--- src/rtl/regfile_pkg.sv ---
// rtl/regfile_pkg.sv - shared widths, NOP encoding and writeback request type
package regfile_pkg;

    localparam int N  = 32;
    localparam int AW = 2;

    // Write-address encoding with the top bit set means "no write this cycle".
    localparam logic [AW:0] REG_NOP = {1'b1, {AW{1'b0}}};

    typedef struct packed {
        logic [AW-1:0] addr;
        logic [N-1:0]  data;
    } wb_req_t;

endpackage

--- src/rtl/regfile_wb_queue_if.sv ---
// rtl/regfile_wb_queue_if.sv - writeback request handshake (execute -> queue)
//   in_valid/in_addr/in_data driven by the execute side, in_ready by the queue.
interface regfile_wb_queue_if;
    import regfile_pkg::*;

    logic          in_valid;
    logic          in_ready;
    logic [AW-1:0] in_addr;
    logic [N-1:0]  in_data;

    modport master (output in_valid, output in_addr, output in_data, input in_ready);
    modport slave  (input in_valid, input in_addr, input in_data, output in_ready);
endinterface

--- src/rtl/regfile_wb_queue_fifo.sv ---
// rtl/regfile_wb_queue_fifo.sv - DEPTH-entry writeback request FIFO (module wb_fifo)
//   push_i/push_req_i : enqueue one request
//   pop_i             : dequeue the head (entries_o[0])
//   entries_o/valid_o : contents in age order, index 0 = oldest
//   count_o           : occupied entries
module wb_fifo
    import regfile_pkg::*;
#(
    parameter int DEPTH = 4
) (
    input  logic                     clk,
    input  logic                     rst_n,
    input  logic                     push_i,
    input  wb_req_t                  push_req_i,
    input  logic                     pop_i,
    output wb_req_t                  entries_o [DEPTH],
    output logic [DEPTH-1:0]         valid_o,
    output logic [$clog2(DEPTH):0]   count_o
);
    localparam int PW = $clog2(DEPTH);
    localparam int CW = PW + 1;

    wb_req_t         mem [DEPTH];
    logic [PW-1:0]   rd_ptr_q, rd_ptr_d;
    logic [PW-1:0]   wr_ptr_q, wr_ptr_d;
    logic [CW-1:0]   count_q, count_d;

    // Storage is not reset: occupancy alone decides which entries are live.
    always_ff @(posedge clk) begin
        if (push_i) mem[wr_ptr_q] <= push_req_i;
    end

    always_comb begin
        rd_ptr_d = rd_ptr_q;
        wr_ptr_d = wr_ptr_q;
        count_d  = count_q;
        if (push_i) wr_ptr_d = wr_ptr_q + PW'(1);
        if (pop_i)  rd_ptr_d = rd_ptr_q + PW'(1);
        if (push_i && !pop_i)      count_d = count_q + CW'(1);
        else if (!push_i && pop_i) count_d = count_q - CW'(1);
    end

    always_ff @(posedge clk or negedge rst_n) begin
        if (!rst_n) begin
            rd_ptr_q <= '0;
            wr_ptr_q <= '0;
            count_q  <= '0;
        end else begin
            rd_ptr_q <= rd_ptr_d;
            wr_ptr_q <= wr_ptr_d;
            count_q  <= count_d;
        end
    end

    // Present entries rotated so index 0 is the head; pointer arithmetic wraps mod DEPTH.
    for (genvar k = 0; k < DEPTH; k++) begin : g_view
        assign entries_o[k] = mem[rd_ptr_q + PW'(k)];
        assign valid_o[k]   = CW'(k) < count_q;
    end

    assign count_o = count_q;
endmodule

--- src/rtl/regfile_wb_queue.sv ---
// rtl/regfile_wb_queue.sv - writeback queue and drain stage for the register file write port
//   clk, rst_n          : clock, async active-low reset
//   bus (slave)         : in_valid/in_ready/in_addr/in_data request handshake
//   wr_hold             : stall the drain
//   w1, w               : registered write addr (REG_NOP = no write) and data
//   r1, r2              : read addresses searched for pending writes
//   fwd1_*, fwd2_*      : forwarding hit/value for r1, r2
//   count               : queued entries, excluding the output stage
//   Optional: REGFILE_FWD_EN enables the forwarding search.
module regfile_wb_queue
    import regfile_pkg::*;
#(
    parameter int DEPTH = 4
) (
    input  logic                    clk,
    input  logic                    rst_n,
    regfile_wb_queue_if.slave       bus,
    input  logic                    wr_hold,
    output logic [AW:0]             w1,
    output logic [N-1:0]            w,
    input  logic [AW-1:0]           r1,
    input  logic [AW-1:0]           r2,
    output logic                    fwd1_hit,
    output logic [N-1:0]            fwd1_val,
    output logic                    fwd2_hit,
    output logic [N-1:0]            fwd2_val,
    output logic [$clog2(DEPTH):0]  count
);
    localparam int CW = $clog2(DEPTH) + 1;

    wb_req_t          entries [DEPTH];
    logic [DEPTH-1:0] valid;
    logic [CW-1:0]    count_w;
    logic             push, pop;
    logic [AW:0]      w1_q, w1_d;
    logic [N-1:0]     w_q, w_d;

    // Full blocks the push even when a pop happens in the same cycle.
    assign bus.in_ready = (count_w != CW'(DEPTH));
    assign push         = bus.in_valid && bus.in_ready;
    assign pop          = !wr_hold && (count_w != '0);

    wb_fifo #(.DEPTH(DEPTH)) u_fifo (
        .clk        (clk),
        .rst_n      (rst_n),
        .push_i     (push),
        .push_req_i ('{addr: bus.in_addr, data: bus.in_data}),
        .pop_i      (pop),
        .entries_o  (entries),
        .valid_o    (valid),
        .count_o    (count_w)
    );

    always_comb begin
        w1_d = REG_NOP;
        w_d  = '0;
        if (pop) begin
            w1_d = {1'b0, entries[0].addr};
            w_d  = entries[0].data;
        end
    end

    always_ff @(posedge clk or negedge rst_n) begin
        if (!rst_n) begin
            w1_q <= REG_NOP;
            w_q  <= '0;
        end else begin
            w1_q <= w1_d;
            w_q  <= w_d;
        end
    end

    assign w1    = w1_q;
    assign w     = w_q;
    assign count = count_w;

`ifdef REGFILE_FWD_EN
    // Output stage is the oldest pending write; queue entries are scanned
    // oldest to newest so the last match is the newest value.
    always_comb begin
        fwd1_hit = 1'b0;
        fwd1_val = '0;
        fwd2_hit = 1'b0;
        fwd2_val = '0;
        if (!w1_q[AW] && w1_q[AW-1:0] == r1) begin
            fwd1_hit = 1'b1;
            fwd1_val = w_q;
        end
        if (!w1_q[AW] && w1_q[AW-1:0] == r2) begin
            fwd2_hit = 1'b1;
            fwd2_val = w_q;
        end
        for (int k = 0; k < DEPTH; k++) begin
            if (valid[k] && entries[k].addr == r1) begin
                fwd1_hit = 1'b1;
                fwd1_val = entries[k].data;
            end
            if (valid[k] && entries[k].addr == r2) begin
                fwd2_hit = 1'b1;
                fwd2_val = entries[k].data;
            end
        end
    end
`else
    assign fwd1_hit = 1'b0;
    assign fwd1_val = '0;
    assign fwd2_hit = 1'b0;
    assign fwd2_val = '0;

    logic unused_fwd;
    always_comb begin
        unused_fwd = ^{r1, r2, valid};
        for (int k = 1; k < DEPTH; k++) unused_fwd = unused_fwd ^ (^entries[k]);
    end
`endif
endmodule

--- src/flat_wrapper.sv ---
// flat-port wrapper written by rule: the top's interface ports become plain ports
module regfile_wb_queue_flat import regfile_pkg::*;
#(
    parameter int DEPTH = 4
)
  (clk, rst_n, wr_hold, w1, w, r1, r2, fwd1_hit, fwd1_val, fwd2_hit, fwd2_val, count, bus_in_valid, bus_in_addr, bus_in_data, bus_in_ready);
  regfile_wb_queue_if bus_i ();
  input  logic clk;
  input  logic rst_n;
  input  logic wr_hold;
  output logic [AW:0] w1;
  output logic [N-1:0] w;
  input  logic [AW-1:0] r1;
  input  logic [AW-1:0] r2;
  output logic fwd1_hit;
  output logic [N-1:0] fwd1_val;
  output logic fwd2_hit;
  output logic [N-1:0] fwd2_val;
  output logic [$clog2(DEPTH):0] count;
  input wire logic [$bits(bus_i.in_valid)-1:0] bus_in_valid;
  input wire logic [$bits(bus_i.in_addr)-1:0] bus_in_addr;
  input wire logic [$bits(bus_i.in_data)-1:0] bus_in_data;
  output wire logic [$bits(bus_i.in_ready)-1:0] bus_in_ready;
  assign bus_i.in_valid = bus_in_valid;
  assign bus_i.in_addr = bus_in_addr;
  assign bus_i.in_data = bus_in_data;
  assign bus_in_ready = bus_i.in_ready;
  regfile_wb_queue #(.DEPTH(DEPTH)) u_core (.clk(clk), .rst_n(rst_n), .bus(bus_i), .wr_hold(wr_hold), .w1(w1), .w(w), .r1(r1), .r2(r2), .fwd1_hit(fwd1_hit), .fwd1_val(fwd1_val), .fwd2_hit(fwd2_hit), .fwd2_val(fwd2_val), .count(count));
endmodule
--- config.mk ---
export PLATFORM = sky130hd
export DESIGN_NAME = regfile_wb_queue_flat
export DESIGN_NICKNAME = d
export VERILOG_FILES = /design/src/rtl/regfile_pkg.sv /design/src/rtl/regfile_wb_queue_if.sv /design/src/rtl/regfile_wb_queue_fifo.sv /design/src/rtl/regfile_wb_queue.sv /design/src/flat_wrapper.sv
export SDC_FILE = /design/constraint.sdc
export NUM_CORES = 1
export LEC_CHECK = 0
export BUFFER_PORTS_ARGS = -buffer_cell sky130_fd_sc_hd__buf_2
export CAP_MARGIN = 5
export CORE_MARGIN = 2
export CORE_UTILIZATION = 49
export DETAILED_ROUTE_END_ITERATION = 7
export HOLD_SLACK_MARGIN = 0.02
export PLACE_DENSITY = 0.78
export SLEW_MARGIN = 20
export SYNTH_ARGS = -nofsm -noshare
export SYNTH_HDL_FRONTEND = slang
export SYNTH_SLANG_ARGS = --single-unit
--- constraint.sdc ---
create_clock -name clk -period 2.2 [get_ports clk]
set_clock_uncertainty 0.2 [all_clocks]
set_input_delay 0.22 -clock clk [delete_from_list [all_inputs] [get_ports clk]]
set_output_delay 0.22 -clock clk [all_outputs]
set_load 0.01 [all_outputs]
==> metrics.txt <==
total track usage 16.8%; total of max-cap violations 0; Worst Hold Launch bus_in_valid; Slowest cell on crit path dfrtp_2; TritonCTS Sinks 178; Final Instance Area 8430 sq um; dominant synthesized flop cell edfxtp_1; antenna fix cells 0; dpl cell area 7510 sq um; DRC 0; Hold Path Sink u_core.u_fifo.count_o[0]; Seq/Total Area, Yosys 72.8%; Syn Area/Cell 20.0 sq um; via/cell ratio 4.79; clk root buf clkbuf_16; Commonest cells post-synth 136 x edfxtp_1, 66 x buf_4, 41 x dfrtp_1; worst skew pair latency 0.42 ns; total wire length 11900 um; RSZ-0062 raised after global routing no; hold slack final 0.159 ns; RR Startpoint u_core.u_fifo.count_o[0]; FMAX 480 MHz; VDD IR-drop max 0.651 mV; Syn Inst Count 353; Pre-antenna DRT Iters 4; vias in the first global route 3339; required time worst endpoint 2.30 ns; die area 15400 sq um; Yosys reg bits 178; CP Launch Point u_core.u_fifo.count_o[0]; final period utilization 94.7%; startpoint types flip-flop; Antenna Nets Post-Route 0; Tmin final 2.08 ns; Worst Setup End Kind flip-flop; Post-CTS Setup Inserts 0; Wirelength per Cell 17.5 um; FILL cells 1001; Syn. warnings 0; EDFF count, synth 136; Port Buffers 76; CP Cell Sequence nor3_4 > or2_2 > ha_4 > inv_1 > fa_1 > mux2_2; Crit path buffers/inverters 1; die width 124 um; Static Leak 3.32 nW; GR Overflow Total 0; Initial Util 50.4%; HP Class in -> reg; Worst Path Arrival 2.19 ns; Cell variety after synth 27; CTS Buf Count 17; reg2reg end u_core.u_fifo.count_o[1]; IO Pins 147; antenna violations before repair 0; PD cells 1240 nW/um^2; status finished, final reports clean; final setup violation count 0; Final GP Congestion 0.669; most frequent cell after synthesis edfxtp_1; NumNets Final 533; maximum fanout along the worst path 5; first-pass GRT wire length 18100 um; max-slew violations 0; top post-synthesis cells by area edfxtp_1 58%, dfrtp_1 15%, mux4_2 8.9%; reg-to-reg slack, setup 0.12 ns; Async SR Flop Fraction 23.6%; DP HPWL 6490 um; Reg2Reg Depth 6; clock transition at the registers of the reported paths 0.06 ns; core area 14000 sq um; Worst Hold Depth 4; Yosys top cell by area edfxtp_1; # rows 43; TritonCTS clock tree done; post-synth top area share 57.9%; drt first-iter violations 121; H-tree Lvls 4; via count 3251; CP Class reg -> reg; synthesized cell area 7050 sq um; critical path's top delay family adder cells; largest net degree at the start of global routing 43; Worst Max-Slew Pin Slew 0.622 ns; layout cell share with drive strength beyond 1 34.5%; Max-slew headroom 58.6%; area growth from synthesis to layout 19.5%; die height 124 um; Clock Tree Buf Depth 2; Largest stage delay, worst path 0.44 ns; final count of hold timing violations 0
[sequential cells by signal, summed over array words and instances (netlist names)]
name	count
u_core.u_fifo.rd_ptr_q	2
u_core.w	32
u_core.w1	3
u_core.u_fifo.count_o	3
u_core.u_fifo.wr_ptr_q	2
u_core.u_fifo.mem	136
[layer usage]
| layer | vias to the layer above | GRT usage, % | wire, um |
|---|---|---|---|
| met3 | 13 | 4.67 | 733 |
| met4 | 0 | 5.06 | 141 |
| met5 | - | 0 | 0 |
| met2 | 146 | 30.0 | 6320 |
| li1 | 1451 | - | - |
| met1 | 1641 | 20.0 | 4690 |
[tightest hold or removal path: stages]
cell      delay, ns
buf_2          0.08
a21boi_2       0.21
ha_4           0.17
xnor2_1        0.06
[power breakdown]
part / switching, mW / internal [mW]
registers: 0.272 / 4.52
clock network: 1.22 / 1.55
logic: 1.42 / 1.51
[worst max path at each step]
stage                                     endpoint  slack, ns  cells past startpoint
after floorplan           u_core.u_fifo.count_o[2]      -0.06                     10
after global placement    u_core.u_fifo.count_o[2]       0.18                      8
after detailed placement  u_core.u_fifo.count_o[1]       0.12                      6
after CTS                 u_core.u_fifo.count_o[2]       0.11                      8
after global routing      u_core.u_fifo.count_o[2]      0.008                      8
final                     u_core.u_fifo.count_o[1]       0.12                      6
[through the flow]
step	TNS (ns)	setup WS [ns]	power (mW)	utilization, %	std cells
CTS	0	0.110	10.6	60.2	678
global route	0	0.00768	11.0	60.2	678
global placement	0	0.180	7.68	53.7	610
detailed placement	0	0.123	7.78	53.7	610
finish	0	0.116	10.5	60.2	678
floorplan	-0.0873	-0.0601	6.89	-	418
[cells by family (layout without fill, tap and decap cells)]
logic type | after synthesis | in the layout | share of synthesized area, %
other | 1 | 66 | 0.0532
XOR/XNOR | 6 | 6 | 0.745
AO/OA/AOI/OAI | 1 | 1 | 0.160
multiplexers | 36 | 36 | 11.5
flip-flops | 178 | 178 | 72.8
buffers and inverters | 81 | 161 | 8.61
adder cells (fa/ha/maj) | 6 | 6 | 1.17
AND/OR/NAND/NOR | 44 | 44 | 4.93
[timing repair]
action                                  in CTS  in global routing
gates resized for setup                      0                  1
hold endpoints to repair                   178                  0
endpoints found under the setup margin       0                  1
hold buffers                                36                  0
[final cells by class]
type / count / area, sq um / area share, %
well taps: 180 / 225 / 2.67
clock inverters: 14 / 115 / 1.37
flip-flops and latches: 178 / 5140 / 61.0
multi-input cells: 159 / 1580 / 18.8
inverters: 3 / 11.3 / 0.134
repair buffers: 126 / 921 / 10.9
clock buffers: 18 / 429 / 5.09
[cell usage in the layout (no fill, tap or decap), types with 4 or more instances in the layout]
master,count
edfxtp_1,136
buf_12,6
and2b_1,4
mux4_2,28
clkbuf_16,17
conb_1,66
ha_1,4
buf_4,8
dfrtp_1,36
dfrtp_2,5
nor2b_4,10
nor2b_1,20
mux4_1,6
and2_2,4
clkinvlp_4,4
dlygate4sd3_1,36
buf_2,76
Power figures use the tool's default switching activity.
